==> src/rtl/lfu_pkg.sv <==
// Shared types and defaults for the LFU counter table and its aging logic.
// Holds the sweeper state encoding and the default table geometry.
package lfu_pkg;

   localparam int LFU_ENTRIES = 8;
   localparam int LFU_CNT_W   = 8;

   typedef logic [LFU_CNT_W-1:0] lfu_cnt_t;

   typedef enum logic [1:0] {
      IDLE  = 2'd0,
      READ  = 2'd1,
      WRITE = 2'd2,
      DONE  = 2'd3
   } age_state_t;

endpackage

==> src/rtl/lfu_age_sweeper_tick_divider.sv <==
// Divides a qualified tick stream by AGE_TICKS, pulsing period on the wrap.
// The pulse is combinational on the tick that completes the period.
module tick_divider #(
   parameter int AGE_TICKS = 4
) (
   input  logic clock,
   input  logic rst,
   input  logic tick,
   input  logic enable,
   output logic period
);

   localparam int TC_W = $clog2(AGE_TICKS + 1);
   localparam logic [TC_W-1:0] LAST = TC_W'(AGE_TICKS - 1);

   logic [TC_W-1:0] cnt_q;
   logic [TC_W-1:0] cnt_d;
   logic            hit;

   // Advance on qualified ticks, wrap to zero on the last tick of a period.
   always_comb begin
      cnt_d = cnt_q;
      hit   = 1'b0;
      if (tick && enable) begin
         if (cnt_q == LAST) begin
            hit   = 1'b1;
            cnt_d = '0;
         end else begin
            cnt_d = cnt_q + 1'b1;
         end
      end
   end

   // Tick counter register; holds its value while enable is low.
   always_ff @(posedge clock) begin
      if (!rst) cnt_q <= '0;
      else      cnt_q <= cnt_d;
   end

   assign period = hit;

endmodule

==> src/rtl/lfu_age_sweeper.sv <==
// Periodic LFU aging: every AGE_TICKS ticks, halve each table entry.
// Optional LFU_AGE_OVERRUN_EN adds a sticky flag for dropped requests.
module lfu_age_sweeper
   import lfu_pkg::*;
#(
   parameter int ENTRIES   = LFU_ENTRIES,
   parameter int CNT_W     = LFU_CNT_W,
   parameter int AGE_TICKS = 4,
   parameter int IDX_W     = $clog2(ENTRIES)
) (
   input  logic             clock,
   input  logic             rst,
   input  logic             tick,
   input  logic             enable,
   output logic             rd_req,
   output logic [IDX_W-1:0] rd_idx,
   input  logic             rd_valid,
   input  logic [CNT_W-1:0] rd_data,
   output logic             wr_en,
   output logic [IDX_W-1:0] wr_idx,
   output logic [CNT_W-1:0] wr_data,
   output logic             busy,
`ifdef LFU_AGE_OVERRUN_EN
   output logic             sweep_done,
   output logic             overrun
`else
   output logic             sweep_done
`endif
);

   localparam logic [IDX_W-1:0] LAST_IDX = IDX_W'(ENTRIES - 1);

   age_state_t       state_q, state_d;
   logic [IDX_W-1:0] idx_q, idx_d;
   logic [CNT_W-1:0] cap_q, cap_d;
   logic             pend_q, pend_d;
   logic             req;

   logic             rd_req_q, rd_req_d;
   logic [IDX_W-1:0] rd_idx_q, rd_idx_d;
   logic             wr_en_q, wr_en_d;
   logic [IDX_W-1:0] wr_idx_q, wr_idx_d;
   logic [CNT_W-1:0] wr_data_q, wr_data_d;
   logic             busy_q, busy_d;
   logic             done_q, done_d;
   logic             drop;

   tick_divider #(
      .AGE_TICKS (AGE_TICKS)
   ) u_div (
      .clock  (clock),
      .rst    (rst),
      .tick   (tick),
      .enable (enable),
      .period (req)
   );

   // Sweep sequencing, pending-request bookkeeping and output decode.
   always_comb begin
      state_d = state_q;
      idx_d   = idx_q;
      cap_d   = cap_q;
      pend_d  = pend_q;
      drop    = 1'b0;

      unique case (state_q)
         IDLE: begin
            if (req || pend_q) begin
               state_d = READ;
               idx_d   = '0;
               pend_d  = 1'b0;
            end
         end
         READ: begin
            if (req) begin
               if (pend_q) drop = 1'b1;
               else        pend_d = 1'b1;
            end
            if (rd_valid) begin
               cap_d   = rd_data;
               state_d = WRITE;
            end
         end
         WRITE: begin
            if (req) begin
               if (pend_q) drop = 1'b1;
               else        pend_d = 1'b1;
            end
            if (idx_q == LAST_IDX) begin
               state_d = DONE;
            end else begin
               idx_d   = idx_q + 1'b1;
               state_d = READ;
            end
         end
         DONE: begin
            // A pending request restarts now; a fresh one
            // arriving alongside it takes the freed slot.
            if (pend_q) begin
               pend_d  = req;
               idx_d   = '0;
               state_d = READ;
            end else if (req) begin
               idx_d   = '0;
               state_d = READ;
            end else begin
               state_d = IDLE;
            end
         end
         default: state_d = IDLE;
      endcase

      rd_req_d  = (state_d == READ);
      rd_idx_d  = (state_d == READ) ? idx_d : '0;
      wr_en_d   = (state_d == WRITE);
      wr_idx_d  = (state_d == WRITE) ? idx_d : '0;
      wr_data_d = (state_d == WRITE) ? (cap_d >> 1) : '0;
      busy_d    = (state_d != IDLE);
      done_d    = (state_d == DONE);
   end

   // FSM state, sweep index, captured value and pending flag.
   always_ff @(posedge clock) begin
      if (!rst) begin
         state_q <= IDLE;
         idx_q   <= '0;
         cap_q   <= '0;
         pend_q  <= 1'b0;
      end else begin
         state_q <= state_d;
         idx_q   <= idx_d;
         cap_q   <= cap_d;
         pend_q  <= pend_d;
      end
   end

   // Registered outputs, decoded from the next state.
   always_ff @(posedge clock) begin
      if (!rst) begin
         rd_req_q  <= 1'b0;
         rd_idx_q  <= '0;
         wr_en_q   <= 1'b0;
         wr_idx_q  <= '0;
         wr_data_q <= '0;
         busy_q    <= 1'b0;
         done_q    <= 1'b0;
      end else begin
         rd_req_q  <= rd_req_d;
         rd_idx_q  <= rd_idx_d;
         wr_en_q   <= wr_en_d;
         wr_idx_q  <= wr_idx_d;
         wr_data_q <= wr_data_d;
         busy_q    <= busy_d;
         done_q    <= done_d;
      end
   end

   assign rd_req     = rd_req_q;
   assign rd_idx     = rd_idx_q;
   assign wr_en      = wr_en_q;
   assign wr_idx     = wr_idx_q;
   assign wr_data    = wr_data_q;
   assign busy       = busy_q;
   assign sweep_done = done_q;

`ifdef LFU_AGE_OVERRUN_EN
   logic ovr_q;

   // Sticky record of any request lost to a full pending slot.
   always_ff @(posedge clock) begin
      if (!rst)      ovr_q <= 1'b0;
      else if (drop) ovr_q <= 1'b1;
   end

   assign overrun = ovr_q;
`else
   logic unused_drop;
   assign unused_drop = drop;
`endif

endmodule

==> config.mk <==
export PLATFORM = sky130hd
export DESIGN_NAME = lfu_age_sweeper
export DESIGN_NICKNAME = d
export VERILOG_FILES = /design/src/rtl/lfu_pkg.sv /design/src/rtl/lfu_age_sweeper_tick_divider.sv /design/src/rtl/lfu_age_sweeper.sv
export SDC_FILE = /design/constraint.sdc
export NUM_CORES = 1
export LEC_CHECK = 0
export ABC_AREA = 0
export CORE_MARGIN = 5
export CORE_UTILIZATION = 48
export CTS_BUF_LIST = sky130_fd_sc_hd__clkbuf_16
export CTS_CLUSTER_DIAMETER = 30
export DETAILED_ROUTE_END_ITERATION = 8
export GPL_ROUTABILITY_DRIVEN = 0
export PLACE_DENSITY_LB_ADDON = 0.15
export SLEW_MARGIN = 20
export SYNTH_ARGS = -nofsm -noshare
export SYNTH_HDL_FRONTEND = slang
export SYNTH_SLANG_ARGS = --single-unit
==> constraint.sdc <==
create_clock -name clock -period 2.2 [get_ports clock]
set_input_delay 0.66 -clock clock [delete_from_list [all_inputs] [get_ports clock]]
set_output_delay 0.66 -clock clock [all_outputs]
set_load 0.005 [all_outputs]
==> metrics, run 1 <==
outcome=completed; initial antenna violation count=0; grt total ovfl=0; largest net degree at the start of global routing=14; cell count after synthesis=around 120; XOR/XNOR Fraction of Synth Area=0.00673; slowest stage delay, CP=between 0.4 and 0.5 ns; area of the multi-input gates=591 um^2; Cell Chain, Critical Path=clkdlybuf4s50_1, and4b_4, or4_4, a31o_4, and2b_2; register area=roughly 660 um^2; Peak VDD IR=~0.65 mV; biggest area consumer among synthesized cells=dfxtp_1; HP Class=flop to flop; post-synthesis cell type count=38; multiplexer share of the synthesized area=0.0538; Slew Viols, Final=0; H-tree depth=2; post-CTS sizing=0; Syn Area/Cell=10.5 um^2; Yosys reg bits=33; critical path endpoint category=flop; RSZ-0062 raised after global routing=false; Primary FF master, synth=dfxtp_1; cts hold-fix bufs=0; Diodes inserted=0; Via density=5.14; Synth Area in Compound Gates=0.0942; Fillers=197; first-pass GRT wire length=roughly 4400 um; Die Area=between 3000 and 4000 um^2; initial drt markers=28; DP Cell Count=189; Detailed Routing Iterations Pass 1=4; area grow syn2layout=39.1%; # setup viols final=0; Clk pin slew, worst setup/hold paths=~0.050 ns; routed wire length=between 2000 and 3000 um; hold_ws=about 0.45 ns; EDFF count, synth=0; I/O pins=31; DP Wirelength=1950 um; core area=2540 um^2; CTS tree=built; CP Launch Type=primary input; row count=18; Synth Area in Adders=0.0577; net count after synthesis=143; Post-synth ARST share=0; fmax=481 MHz; max-cap violation count=0; final instance area=1810 um^2; All-Layer GR Usage=0.161; dpl ws=-0.155 ns; vias in the first global route=approximately 1,100; Nets=185; Post-DP Area=1670 um^2; CTS Sinks=33; largest family of logic cells by synthesized area=simple AND/OR/NAND/NOR gates; chip height=62.1 um; final hold violations=0; P_leak=0.766 nW; Final WS setup=between 0.1 and 0.15 ns; setup bufs post-CTS=0; Synth Area in Simple Gates=0.238; crit path time final=between 2 and 2.5 ns; Final Non-Filler Cells=slightly below 200; layout cells sized above 1=0.180; Die X=62.1 um; final core occ=0.711; fin crit share=0.944; count leader, synth=dfxtp_1; yosys warns=0; Worst Skew=0.00287 ns; Antenna Nets Post-Route=0; WP data required=2.42 ns; Seq/Total Area, Yosys=0.508; Pwr Density=703 nW/um^2; starting density of the core=0.511; commonest cells in the netlist=dfxtp_1 (33), nor2_1 (13), mux2i_1 (7), nor3_2 (7); critical path arrival=between 2 and 2.5 ns; Crit Path Class=primary input to flop; Longest Clk Path Bufs=2; # port buffers=28; cts bufs inserted=5; via count=1,013; DR WL/cell=12.9 um; clock latency at the later pin of the worst-skew pair=0.27 ns; post-synth top area share=0.508; CP Max Fanout=13; Area contributors post-synth=dfxtp_1 (51%), ha_1 (5.8%), mux2i_1 (5.4%); Critical-path top delay cell=clkdlybuf4s50_1; Post-route DRC=0; clk root buf=clkbuf_16; Mapped Area=1300 um^2
[final timing paths]
path | from | slack [ns] | cells after the start | endpoint
worst max register to register | state_q[1]$_SDFF_PN0_ | 0.32 | 6 | sweep_done$_SDFF_PN0_
worst max-delay path | tick | 0.12 | 5 | sweep_done$_SDFF_PN0_
worst min-delay path | u_div.cnt_q[2]$_SDFFE_PN0N_ | 0.45 | 2 | u_div.cnt_q[2]$_SDFFE_PN0N_
worst min register to register | u_div.cnt_q[2]$_SDFFE_PN0N_ | 0.45 | 2 | u_div.cnt_q[2]$_SDFFE_PN0N_
[flip-flops by register name, summed over array words and instances (netlist names)]
signal	flops
sweep_done	1
wr_data	7
rd_idx	3
pend_q	1
busy	1
wr_en	1
idx_q	3
state_q	2
wr_idx	3
rd_req	1
cap_q	7
u_div.cnt_q	3
[cell type report]
type,instances,share of cell area
clock buffers,5,0.0691
repair buffers,39,0.200
well taps,30,0.0207
flip-flops and latches,33,0.365
inverters,6,0.0124
multi-input cells,81,0.326
clock inverters,3,0.00622
[power by group]
part | switching, mW | internal [mW]
clock network | 0.222 | 0.405
registers | 0.00149 | 0.602
logic | 0.0166 | 0.0265
[cell families after synthesis]
logic type,count (synthesis)
buffers and inverters,10
xor gates and xnor gates,1
other,1
muxes,7
DFF,33
adders and majority gates,6
AOI/OAI and AO/OA,17
and+or+nand+nor,49
[per-stage QoR]
stage / setup TNS, ns / power (mW)
3_5_place_dp: -1.54 / 0.657
2_1_floorplan: 0 / 0.627
4_1_cts: 0 / 1.29
6_report: 0 / 1.27
3_3_place_gp: -1.33 / 0.657
5_1_grt: 0 / 1.33
[per-layer routing]
layer  vias to the layer above  routed length (um)  GRT usage  share of wire
li1                        512                   -          -              -
met1                       472                1100      0.179           0.43
met2                        23                1220      0.249           0.48
met3                         6                 178     0.0868          0.070
met4                         0                  42     0.0788          0.017
met5                         -                   0          0              0
[critical path: cells and delay by family]
kind                   cells  cell delay, ns
AO/OA/AOI/OAI              1            0.34
buffers and inverters      1            0.42
AND/OR/NAND/NOR            3            0.88
[placed cells by master, fill, tap and decap left out, drive strengths merged, types with 4 or more instances in the layout]
| cell | n |
|---|---|
| dfxtp | 33 |
| clkdlybuf4s50 | 28 |
| nor2 | 13 |
| buf | 11 |
| nor3 | 11 |
| inv | 9 |
| mux2i | 7 |
| nand2 | 6 |
| ha | 6 |
| nand3 | 5 |
| clkbuf | 5 |
| nor2b | 4 |
Power figures use the tool's default switching activity.
==> inputs of run 2 (changes only) <==
- CORE_UTILIZATION: 48 -> 50
- CTS_BUF_LIST: sky130_fd_sc_hd__clkbuf_16 -> sky130_fd_sc_hd__clkbuf_8
==> metrics, run 2 (synthesis results as in run 1) <==
commonest cells after routing, fill and taps aside=dfxtp_1 (33), clkdlybuf4s50_1 (28), nor2_1 (13); CP startpoint=tick; Crit Path Class=primary input to flop; core area=2480 um^2; max-cap violation count=0; post-CTS sizing=0; dpl ws=-0.167 ns; fin crit share=0.949; P_leak=0.733 nW; RSZ-0062 raised after global routing=false; Clk pin slew, worst setup/hold paths=0.07 ns; outcome=completed; final hold violations=0; CTS Sinks=33; fmax=479 MHz; initial antenna violation count=0; vias in the first global route=1,068; area grow syn2layout=34.4%; I/O pins=31; Pwr Density=approximately 600 nW/um^2; FF-to-FF path depth=6; cts hold-fix bufs=0; first-pass GRT wire length=4720 um; crit path time final=2.09 ns; CP Launch Type=primary input; # setup viols final=0; WP data required=2.41 ns; Final WS setup=0.113 ns; Slew Viols, Final=0; cts bufs inserted=5; HP Class=flop to flop; largest net degree at the start of global routing=15; All-Layer GR Usage=0.173; Diodes inserted=0; routed wire length=2720 um; clock latency at the later pin of the worst-skew pair=about 0.28 ns; chip height=61.0 um; # port buffers=28; Die X=~61 um; initial drt markers=19; critical path arrival=2.30 ns; Post-route DRC=0; Via density=5.22; grt total ovfl=0; R2R Path End=sweep_done$_SDFF_PN0_; TNS Setup=0 ns; critical path endpoint category=flop; Detailed Routing Iterations Pass 1=4; most common cell after layout, fill and taps aside=dfxtp_1; row count=18; DP Wirelength=about 2000 um; Worst Skew=between 0.004 and 0.005 ns; Antenna Nets Post-Route=0; layout cells sized above 1=0.187; Longest Clk Path Bufs=2; Peak VDD IR=0.579 mV; starting density of the core=0.525; CTS tree=built; setup bufs post-CTS=0; Critical R2R Launch=state_q[1]$_SDFF_PN0_; Nets=around 180; CP Max Fanout=6; H-tree depth=2; Die Area=3720 um^2; via count=1,023; DR WL/cell=13.9 um; r2r setup slk=between 0.3 and 0.4 ns; worst setup path endpoint=wr_idx[1]$_SDFF_PN0_; clk root buf=clkbuf_8
==> run 2: cell count changes in the layout (fill, tap and decap cells not counted) <==
| cell | previous run | this run |
|---|---|---|
| buf_4 | 11 | 10 |
| clkbuf_16 | 5 | 0 |
| clkbuf_8 | 0 | 5 |
| clkinv_2 | 0 | 2 |
| inv_1 | 9 | 7 |
==> run 2: layout make-up <==
cell class / count / area [um^2]
fillers: 203 / 728
flip-flops and latches: 33 / 661
multi-input cells: 81 / 591
repair buffers: 38 / 355
clock buffers: 5 / 68.8
well taps: 30 / 37.5
inverters: 6 / 22.5
clock inverters: 3 / 13.8
==> run 2: power by group <==
| group | total [mW] | internal, mW | switching (mW) |
|---|---|---|---|
| combinational | 0.0418 | 0.0253 | 0.0166 |
| clock | 0.422 | 0.214 | 0.208 |
| sequential | 0.602 | 0.600 | 0.00172 |
==> run 2: worst min-delay path by stage <==
stage	end	from	cells after the start
6_report	u_div.cnt_q[2]$_SDFFE_PN0N_	u_div.cnt_q[2]$_SDFFE_PN0N_	2
5_1_grt	u_div.cnt_q[2]$_SDFFE_PN0N_	u_div.cnt_q[2]$_SDFFE_PN0N_	2
3_3_place_gp	u_div.cnt_q[2]$_SDFFE_PN0N_	u_div.cnt_q[2]$_SDFFE_PN0N_	2
4_1_cts	u_div.cnt_q[2]$_SDFFE_PN0N_	u_div.cnt_q[2]$_SDFFE_PN0N_	2
3_5_place_dp	u_div.cnt_q[2]$_SDFFE_PN0N_	u_div.cnt_q[2]$_SDFFE_PN0N_	2
2_1_floorplan	u_div.cnt_q[2]$_SDFFE_PN0N_	u_div.cnt_q[2]$_SDFFE_PN0N_	2
==> run 2: metal layers <==
metal,GRT usage,vias up,part of all wire
met1,0.199,482,0.41
met2,0.290,22,0.53
met3,0.0608,5,0.048
met4,0.0774,0,0.016
li1,-,514,-
met5,0,-,0
==> run 2: metrics by stage <==
stage          cell area, um^2  utilization  hold WS [ns]  total power [mW]  std cells
6_report                  1750        0.706         0.457              1.07        196
5_1_grt                   1750        0.706         0.472              1.12        196
4_1_cts                   1750        0.706         0.458              1.08        196
3_5_place_dp              1670        0.673         0.442             0.657        188
3_3_place_gp              1670        0.673         0.435             0.656        188
2_1_floorplan             1300            -         0.416             0.627        124
==> run 2: critical path, cell delays in order <==
cell and delay [ns]:
clkdlybuf4s50_1 0.43, and4b_4 0.23, buf_4 0.13, o22ai_1 0.20, nand3_1 0.25, buf_4 0.25, nor3_2 0.15
